`src/rtl/mem_access_ctrl_if.sv`:
```
// Request/response handshake plus the unified-memory bus for mem_access_ctrl.
// The slave modport is the controller's view; master is the requester/memory side.
interface mem_access_ctrl_if;
  logic        req_valid;
  logic        req_ready;
  logic        req_write;
  logic [2:0]  req_funct3;
  logic [31:0] req_addr;
  logic [31:0] req_wdata;
  logic        resp_valid;
  logic [31:0] resp_rdata;
  logic        resp_err;
  logic [31:0] address;
  logic [31:0] writeData;
  logic        memRead;
  logic        memWrite;
  logic [31:0] memData;

  modport slave (
    input  req_valid, req_write, req_funct3, req_addr, req_wdata, memData,
    output req_ready, resp_valid, resp_rdata, resp_err, address, writeData, memRead, memWrite
  );

  modport master (
    output req_valid, req_write, req_funct3, req_addr, req_wdata, memData,
    input  req_ready, resp_valid, resp_rdata, resp_err, address, writeData, memRead, memWrite
  );
endinterface

```
`src/rtl/mem_access_ctrl.sv`:
```
// Load/store sequencer for a byte-addressed memory that always writes whole words.
// Sub-word stores fetch the old word first and merge; sub-word loads are extended here.
module mem_access_ctrl #(
  parameter int RD_WAIT = 0
) (
  input logic            clk,
  input logic            reset,
  mem_access_ctrl_if.slave bus
);

  localparam int WCW = (RD_WAIT > 0) ? $clog2(RD_WAIT + 1) : 1;

  typedef enum logic [1:0] {
    IDLE  = 2'd0,
    READ  = 2'd1,
    WRITE = 2'd2,
    RESP  = 2'd3
  } state_t;

  state_t      state_q, state_d;
  logic [WCW-1:0] wait_cnt_q, wait_cnt_d;
  logic        write_q, write_d;
  logic [2:0]  f3_q, f3_d;
  logic [15:0] wdata_q, wdata_d;
  logic        req_ready_q, req_ready_d;
  logic        resp_valid_q, resp_valid_d;
  logic [31:0] resp_rdata_q, resp_rdata_d;
  logic        resp_err_q, resp_err_d;
  logic [31:0] address_q, address_d;
  logic [31:0] write_data_q, write_data_d;
  logic        mem_read_q, mem_read_d;
  logic        mem_write_q, mem_write_d;

  // Funct3 values the controller can execute; everything else is answered with an error.
  function automatic logic is_legal(input logic wr, input logic [2:0] f3);
    logic ok;
    if (wr) begin
      ok = (f3 == 3'b000) || (f3 == 3'b001) || (f3 == 3'b010);
    end else begin
      ok = (f3 == 3'b000) || (f3 == 3'b001) || (f3 == 3'b010) ||
           (f3 == 3'b100) || (f3 == 3'b101);
    end
    return ok;
  endfunction

  // Sign/zero extension of the low byte/halfword of the fetched word.
  function automatic logic [31:0] fmt_load(input logic [2:0] f3, input logic [31:0] w);
    logic [31:0] r;
    case (f3)
      3'b000:  r = {{24{w[7]}}, w[7:0]};
      3'b001:  r = {{16{w[15]}}, w[15:0]};
      3'b010:  r = w;
      3'b100:  r = {24'h000000, w[7:0]};
      3'b101:  r = {16'h0000, w[15:0]};
      default: r = w;
    endcase
    return r;
  endfunction

  // Replace the low byte/halfword of the old word; the memory is little-endian.
  function automatic logic [31:0] merge_word(input logic [2:0] f3, input logic [31:0] old,
                                             input logic [15:0] wd);
    logic [31:0] r;
    case (f3)
      3'b000:  r = {old[31:8], wd[7:0]};
      3'b001:  r = {old[31:16], wd[15:0]};
      default: r = old;
    endcase
    return r;
  endfunction

  // Next-state and next-output logic; every output is taken from a flop.
  always_comb begin
    state_d      = state_q;
    wait_cnt_d   = wait_cnt_q;
    write_d      = write_q;
    f3_d         = f3_q;
    wdata_d      = wdata_q;
    req_ready_d  = req_ready_q;
    resp_valid_d = resp_valid_q;
    resp_rdata_d = resp_rdata_q;
    resp_err_d   = resp_err_q;
    address_d    = address_q;
    write_data_d = write_data_q;
    mem_read_d   = mem_read_q;
    mem_write_d  = mem_write_q;
    case (state_q)
      IDLE: begin
        if (bus.req_valid && req_ready_q) begin
          write_d     = bus.req_write;
          f3_d        = bus.req_funct3;
          wdata_d     = bus.req_wdata[15:0];
          req_ready_d = 1'b0;
          if (!is_legal(bus.req_write, bus.req_funct3)) begin
            // Answer immediately, memory untouched.
            state_d      = RESP;
            resp_valid_d = 1'b1;
            resp_err_d   = 1'b1;
          end else if (bus.req_write && (bus.req_funct3 == 3'b010)) begin
            state_d      = WRITE;
            mem_write_d  = 1'b1;
            address_d    = bus.req_addr;
            write_data_d = bus.req_wdata;
          end else begin
            // Loads and sub-word stores both need the current word.
            state_d    = READ;
            mem_read_d = 1'b1;
            address_d  = bus.req_addr;
            wait_cnt_d = WCW'(RD_WAIT);
          end
        end else begin
          state_d = IDLE;
        end
      end
      READ: begin
        if (wait_cnt_q == {WCW{1'b0}}) begin
          mem_read_d = 1'b0;
          if (write_q) begin
            state_d      = WRITE;
            mem_write_d  = 1'b1;
            write_data_d = merge_word(f3_q, bus.memData, wdata_q);
          end else begin
            state_d      = RESP;
            resp_valid_d = 1'b1;
            resp_err_d   = 1'b0;
            resp_rdata_d = fmt_load(f3_q, bus.memData);
          end
        end else begin
          wait_cnt_d = wait_cnt_q - WCW'(1);
        end
      end
      WRITE: begin
        mem_write_d  = 1'b0;
        state_d      = RESP;
        resp_valid_d = 1'b1;
        resp_err_d   = 1'b0;
      end
      RESP: begin
        resp_valid_d = 1'b0;
        state_d      = IDLE;
        req_ready_d  = 1'b1;
      end
      default: begin
        state_d      = IDLE;
        req_ready_d  = 1'b1;
        resp_valid_d = 1'b0;
        mem_read_d   = 1'b0;
        mem_write_d  = 1'b0;
      end
    endcase
  end

  // FSM state and registered outputs, with synchronous reset back to IDLE.
  always_ff @(posedge clk) begin
    if (reset) begin
      state_q      <= IDLE;
      wait_cnt_q   <= {WCW{1'b0}};
      write_q      <= 1'b0;
      f3_q         <= 3'b000;
      wdata_q      <= 16'h0000;
      req_ready_q  <= 1'b1;
      resp_valid_q <= 1'b0;
      resp_rdata_q <= 32'h0000_0000;
      resp_err_q   <= 1'b0;
      address_q    <= 32'h0000_0000;
      write_data_q <= 32'h0000_0000;
      mem_read_q   <= 1'b0;
      mem_write_q  <= 1'b0;
    end else begin
      state_q      <= state_d;
      wait_cnt_q   <= wait_cnt_d;
      write_q      <= write_d;
      f3_q         <= f3_d;
      wdata_q      <= wdata_d;
      req_ready_q  <= req_ready_d;
      resp_valid_q <= resp_valid_d;
      resp_rdata_q <= resp_rdata_d;
      resp_err_q   <= resp_err_d;
      address_q    <= address_d;
      write_data_q <= write_data_d;
      mem_read_q   <= mem_read_d;
      mem_write_q  <= mem_write_d;
    end
  end

  assign bus.req_ready  = req_ready_q;
  assign bus.resp_valid = resp_valid_q;
  assign bus.resp_rdata = resp_rdata_q;
  assign bus.resp_err   = resp_err_q;
  assign bus.address    = address_q;
  assign bus.writeData  = write_data_q;
  assign bus.memRead    = mem_read_q;
  assign bus.memWrite   = mem_write_q;

endmodule

```
`src/flat_wrapper.sv`:
```
// flat-port wrapper written by rule: the top's interface ports become plain ports
module mem_access_ctrl_flat 
#(
  parameter int RD_WAIT = 0
)
  (clk, reset, bus_req_valid, bus_req_write, bus_req_funct3, bus_req_addr, bus_req_wdata, bus_memData, bus_req_ready, bus_resp_valid, bus_resp_rdata, bus_resp_err, bus_address, bus_writeData, bus_memRead, bus_memWrite);
  mem_access_ctrl_if bus_i ();
  input logic clk;
  input logic reset;
  input wire logic [$bits(bus_i.req_valid)-1:0] bus_req_valid;
  input wire logic [$bits(bus_i.req_write)-1:0] bus_req_write;
  input wire logic [$bits(bus_i.req_funct3)-1:0] bus_req_funct3;
  input wire logic [$bits(bus_i.req_addr)-1:0] bus_req_addr;
  input wire logic [$bits(bus_i.req_wdata)-1:0] bus_req_wdata;
  input wire logic [$bits(bus_i.memData)-1:0] bus_memData;
  output wire logic [$bits(bus_i.req_ready)-1:0] bus_req_ready;
  output wire logic [$bits(bus_i.resp_valid)-1:0] bus_resp_valid;
  output wire logic [$bits(bus_i.resp_rdata)-1:0] bus_resp_rdata;
  output wire logic [$bits(bus_i.resp_err)-1:0] bus_resp_err;
  output wire logic [$bits(bus_i.address)-1:0] bus_address;
  output wire logic [$bits(bus_i.writeData)-1:0] bus_writeData;
  output wire logic [$bits(bus_i.memRead)-1:0] bus_memRead;
  output wire logic [$bits(bus_i.memWrite)-1:0] bus_memWrite;
  assign bus_i.req_valid = bus_req_valid;
  assign bus_i.req_write = bus_req_write;
  assign bus_i.req_funct3 = bus_req_funct3;
  assign bus_i.req_addr = bus_req_addr;
  assign bus_i.req_wdata = bus_req_wdata;
  assign bus_i.memData = bus_memData;
  assign bus_req_ready = bus_i.req_ready;
  assign bus_resp_valid = bus_i.resp_valid;
  assign bus_resp_rdata = bus_i.resp_rdata;
  assign bus_resp_err = bus_i.resp_err;
  assign bus_address = bus_i.address;
  assign bus_writeData = bus_i.writeData;
  assign bus_memRead = bus_i.memRead;
  assign bus_memWrite = bus_i.memWrite;
  mem_access_ctrl #(.RD_WAIT(RD_WAIT)) u_core (.clk(clk), .reset(reset), .bus(bus_i));
endmodule
```
`config.mk`:
```
export PLATFORM = sky130hd
export DESIGN_NAME = mem_access_ctrl_flat
export DESIGN_NICKNAME = d
export VERILOG_FILES = /design/src/rtl/mem_access_ctrl_if.sv /design/src/rtl/mem_access_ctrl.sv /design/src/flat_wrapper.sv
export SDC_FILE = /design/constraint.sdc
export NUM_CORES = 1
export LEC_CHECK = 0
export CAP_MARGIN = 20
export CORE_MARGIN = 10
export CORE_UTILIZATION = 44
export CTS_CLUSTER_SIZE = 40
export DETAILED_ROUTE_END_ITERATION = 10
export PLACE_DENSITY = 0.8
export SLEW_MARGIN = 20
export SYNTH_ARGS = -nofsm -noshare
export SYNTH_HDL_FRONTEND = slang
export SYNTH_SLANG_ARGS = --single-unit
```
`constraint.sdc`:
```
create_clock -name clk -period 2.35 [get_ports clk]
set_input_delay 0.47 -clock clk [delete_from_list [all_inputs] [get_ports clk]]
set_output_delay 0.47 -clock clk [all_outputs]
set_load 0.03 [all_outputs]
```
==> impl_metrics.py <==
metrics = {
    "timing": {
        "final-hold-violation-count": 0,
        "period_share_pct": 85.7,
        "finalMaxSlewViolations": 0,
        "worst_pin_slew_ns": 0.723,
        "finClkSkew_ns": 0.00572,
        "max_freq_mhz": 497,
        "setup_viol": 0,
        "timing.slew.headroom_pct": 51.8,
        "tns_ns": 0,
        "rsz0062_at_grt": "false",
        "finalCriticalPeriod_ns": 2.01,
    },
    "floorplanning": {
        "die-area_um2": 17000,
        "core_um2": 12000,
        "ios": 204,
        "rows": 40,
        "die_h_um": 130,
        "die_width_um": 130,
        "start_util_pct": 44.8,
    },
    "yosys": {
        "syn_avg_cell_area_um2": 8.68,
        "ys_seq_area_share_pct": 45.9,
        "ys_seq_elements": 123,
        "synth_area_um2": 5360,
        "synth-edff-count": 0,
        "synthFlopType": "dfxtp_1",
        "synth_mux_area_share_pct": 5.78,
        "synth_adder_area_share_pct": 0.933,
        "synth_fp_nets": 725,
        "yosys.area_share.simple_pct": 16.6,
        "synth-async-reset-ratio_pct": 0,
        "synth_cell_types": 42,
        "synth_compound_area_share_pct": 24.4,
        "synth_xor_area_share_pct": 0,
        "synth_top_family_by_area": "compound AO/OA/AOI/OAI gates",
        "yosys_warnings": 0,
        "syn_inst": 618,
    },
    "setup_path": {
        "cp-end-kind": "flop",
        "worstPathMaxFanout": 43,
        "crit_path_start_kind": "flop",
        "arrival_ns": 2.33,
        "cp.required_ns": 2.67,
        "critPathKind": "flop to flop",
    },
    "clock_tree": {
        "clock_latency_ns": 0.41,
        "htree_levels": 4,
        "cts_setup_buffers": 0,
        "clkTransAtPathRegs_ns": 0.06,
        "clk_path_buf_depth": 2,
        "cts_resized": 0,
        "cts_hold_buffers": 0,
        "cts_tree": "done",
        "clockRootBuffer": "clkbuf_16",
        "cts_inserted_buffers": 17,
        "cts_sinks": 123,
    },
    "route": {
        "drc": 0,
        "drt-pass1-iter-count": 7,
        "antenna_left": 0,
        "drt_wl_total_mm": 17.6,
        "drt-initial-drc-count": 303,
        "via_count": 5120,
        "routedWlPerCell_um": 18.2,
        "vias_per_cell": 5.29,
    },
    "power_and_ir_drop": {
        "pwr-share-clk_pct": 42.9,
        "sw_frac_of_total_pct": 28.0,
        "vdd_ir_drop_max_mv": 0.557,
        "p_leak_nw": 2.85,
        "switching_power_mw": 1.86,
        "powerDensity_nw_per_um2": 819,
        "power.internal_mw": 4.78,
        "p_comb_share_pct": 21.9,
        "p_seq_share_pct": 35.3,
    },
    "cells_and_area": {
        "fin_area_um2": 8120,
        "syn_to_final_growth_pct": 51.3,
        "drive_above_1_share_pct": 10.7,
        "fill_cells": 955,
        "final_nets": 913,
    },
    "min_path": {
        "hold_path.class": "flop to flop",
    },
    "status": {
        "outcome": "complete, no violations",
    },
    "placed_design": {
        "post-dp-hpwl_mm": 12.9,
        "io_buffer_count": 203,
        "dpl-instance-area_um2": 7460,
        "routabilityCongestion": 0.848,
    },
    "global_routing": {
        "grt_max_degree": 49,
        "grt_pass1_vias": 5428,
        "overflow": 0,
        "grtUsageTotal_pct": 20.4,
        "antenna_found_initial": 1,
        "grt_pass1_wl_mm": 27.5,
    },
    "flow_run": {
        "maxCapViolations": 0,
    },
}
## cells by family (layout without fill, tap and decap cells)
| kind of cell | Yosys count | count (layout) |
|---|---|---|
| buf+inv | 66 | 267 |
| compound gates | 182 | 182 |
| simple gates | 212 | 212 |
| other cells | 0 | 1 |
| fa+ha+maj | 4 | 4 |
| mux | 31 | 31 |
| flops | 123 | 123 |
## power groups by stage
| stage | clock, mW | sequential (mW) | combinational, mW |
|---|---|---|---|
| after floorplan | 0 | 2.62 | 0.618 |
| after global placement | 0 | 2.37 | 1.42 |
| after detailed placement | 0 | 2.38 | 1.45 |
| after CTS | 2.87 | 2.34 | 1.46 |
| after global routing | 2.97 | 2.36 | 1.57 |
| final | 2.85 | 2.34 | 1.45 |
## metal layers
metal / vias to the layer above / wire [um] / global-route usage [%] / share of wire [%]
met3: 26 / 1790 / 9.27 / 10
li1: 2511 / - / - / -
met1: 2397 / 6830 / 21.8 / 39
met2: 186 / 8690 / 34.5 / 49
met4: 0 / 325 / 7.91 / 1.8
met5: - / 0 / 0 / 0
## worst paths after layout
| check | startpoint | to | slack (ns) | cells after the start |
|---|---|---|---|---|
| worst max-delay path | u_core.state_q[1] | u_core.bus.writeData[19] | 0.34 | 7 |
| worst min-delay path | u_core.bus.address[0] | u_core.bus.address[0] | 0.45 | 2 |
| worst max register to register | u_core.state_q[1] | u_core.bus.writeData[19] | 0.34 | 7 |
| worst min register to register | u_core.bus.address[0] | u_core.bus.address[0] | 0.45 | 2 |
## worst max-delay path, stage by stage, from the launching register on
cell	delay [ns]
dfxtp_1	0.33
inv_1	0.09
ha_2	0.29
nor2b_4	0.22
buf_4	0.47
nor2_4	0.07
buf_4	0.23
a211oi_2	0.22
## layout by cell type (no fill, tap or decap), drive strengths merged, types with 3 or more instances in the layout
cell type	n
clkbuf	22
ha	4
nand2	147
clkinv	3
nor3	8
inv	14
clkinvlp	3
dfxtp	123
bufinv	4
o221ai	9
and3	3
nand2b	11
a211o	7
a211oi	34
mux2i	31
nor2	34
clkdlybuf4s50	202
o2111ai	9
buf	19
a21oi	98
o21ai	15
## through the flow
step / utilization, % / cells / hold WS, ns / setup slack (ns) / power, mW
after global placement: 62.3 / 934 / 0.441 / 0.213 / 3.79
final: 67.8 / 967 / 0.454 / 0.337 / 6.64
after detailed placement: 62.3 / 934 / 0.447 / 0.129 / 3.83
after CTS: 67.8 / 966 / 0.453 / 0.323 / 6.67
after global routing: 67.8 / 967 / 0.475 / 0.191 / 6.90
after floorplan: - / 618 / 0.436 / 0.638 / 3.24
## sequential cells by signal, indices dropped and copies added, names as in the netlist
| signal | cells |
|---|---|
| u_core.write_q | 1 |
| u_core.bus.writeData | 32 |
| u_core.f3_q | 3 |
| u_core.bus.resp_rdata | 32 |
| u_core.bus.req_ready | 1 |
| u_core.bus.resp_valid | 1 |
| u_core.wdata_q | 16 |
| u_core.bus.resp_err | 1 |
| u_core.bus.memWrite | 1 |
| u_core.state_q | 2 |
| u_core.bus.memRead | 1 |
| u_core.bus.address | 32 |
## synth_stat cells (2+ instances only)
| cell | instances | area, um2 |
|---|---|---|
| nor2b_1 | 2 | 12.5 |
| buf_2 | 12 | 60.1 |
| nand2_1 | 147 | 552 |
| nand3_1 | 2 | 10.0 |
| dfxtp_1 | 123 | 2460 |
| a211o_1 | 7 | 61.3 |
| o2111ai_1 | 9 | 78.8 |
| nor2_1 | 33 | 124 |
| or2_1 | 2 | 12.5 |
| buf_4 | 7 | 52.6 |
| nand2b_1 | 11 | 68.8 |
| o221ai_1 | 9 | 78.8 |
| o21ai_0 | 13 | 65.1 |
| clkbuf_1 | 23 | 86.3 |
| a211oi_1 | 8 | 60.1 |
| buf_6 | 5 | 56.3 |
| mux2i_1 | 31 | 310 |
| nor3_1 | 8 | 40.0 |
| ha_1 | 4 | 50.1 |
| buf_1 | 4 | 15.0 |
| inv_1 | 14 | 52.6 |
| a211oi_2 | 26 | 325 |
| and3_1 | 3 | 18.8 |
| a21oi_1 | 97 | 485 |
## layout make-up
class	instances	area (um2)	share of cell area, %
diodes	1	2.50	0.0308
clock buffers	22	494	6.09
clock inverters	10	161	1.99
inverters	14	52.6	0.648
multi-input cells	429	2570	31.7
flip-flops and latches	123	2460	30.3
well taps	147	184	2.27
repair buffers	221	2190	27.0
(Power assumes the default switching activity.)
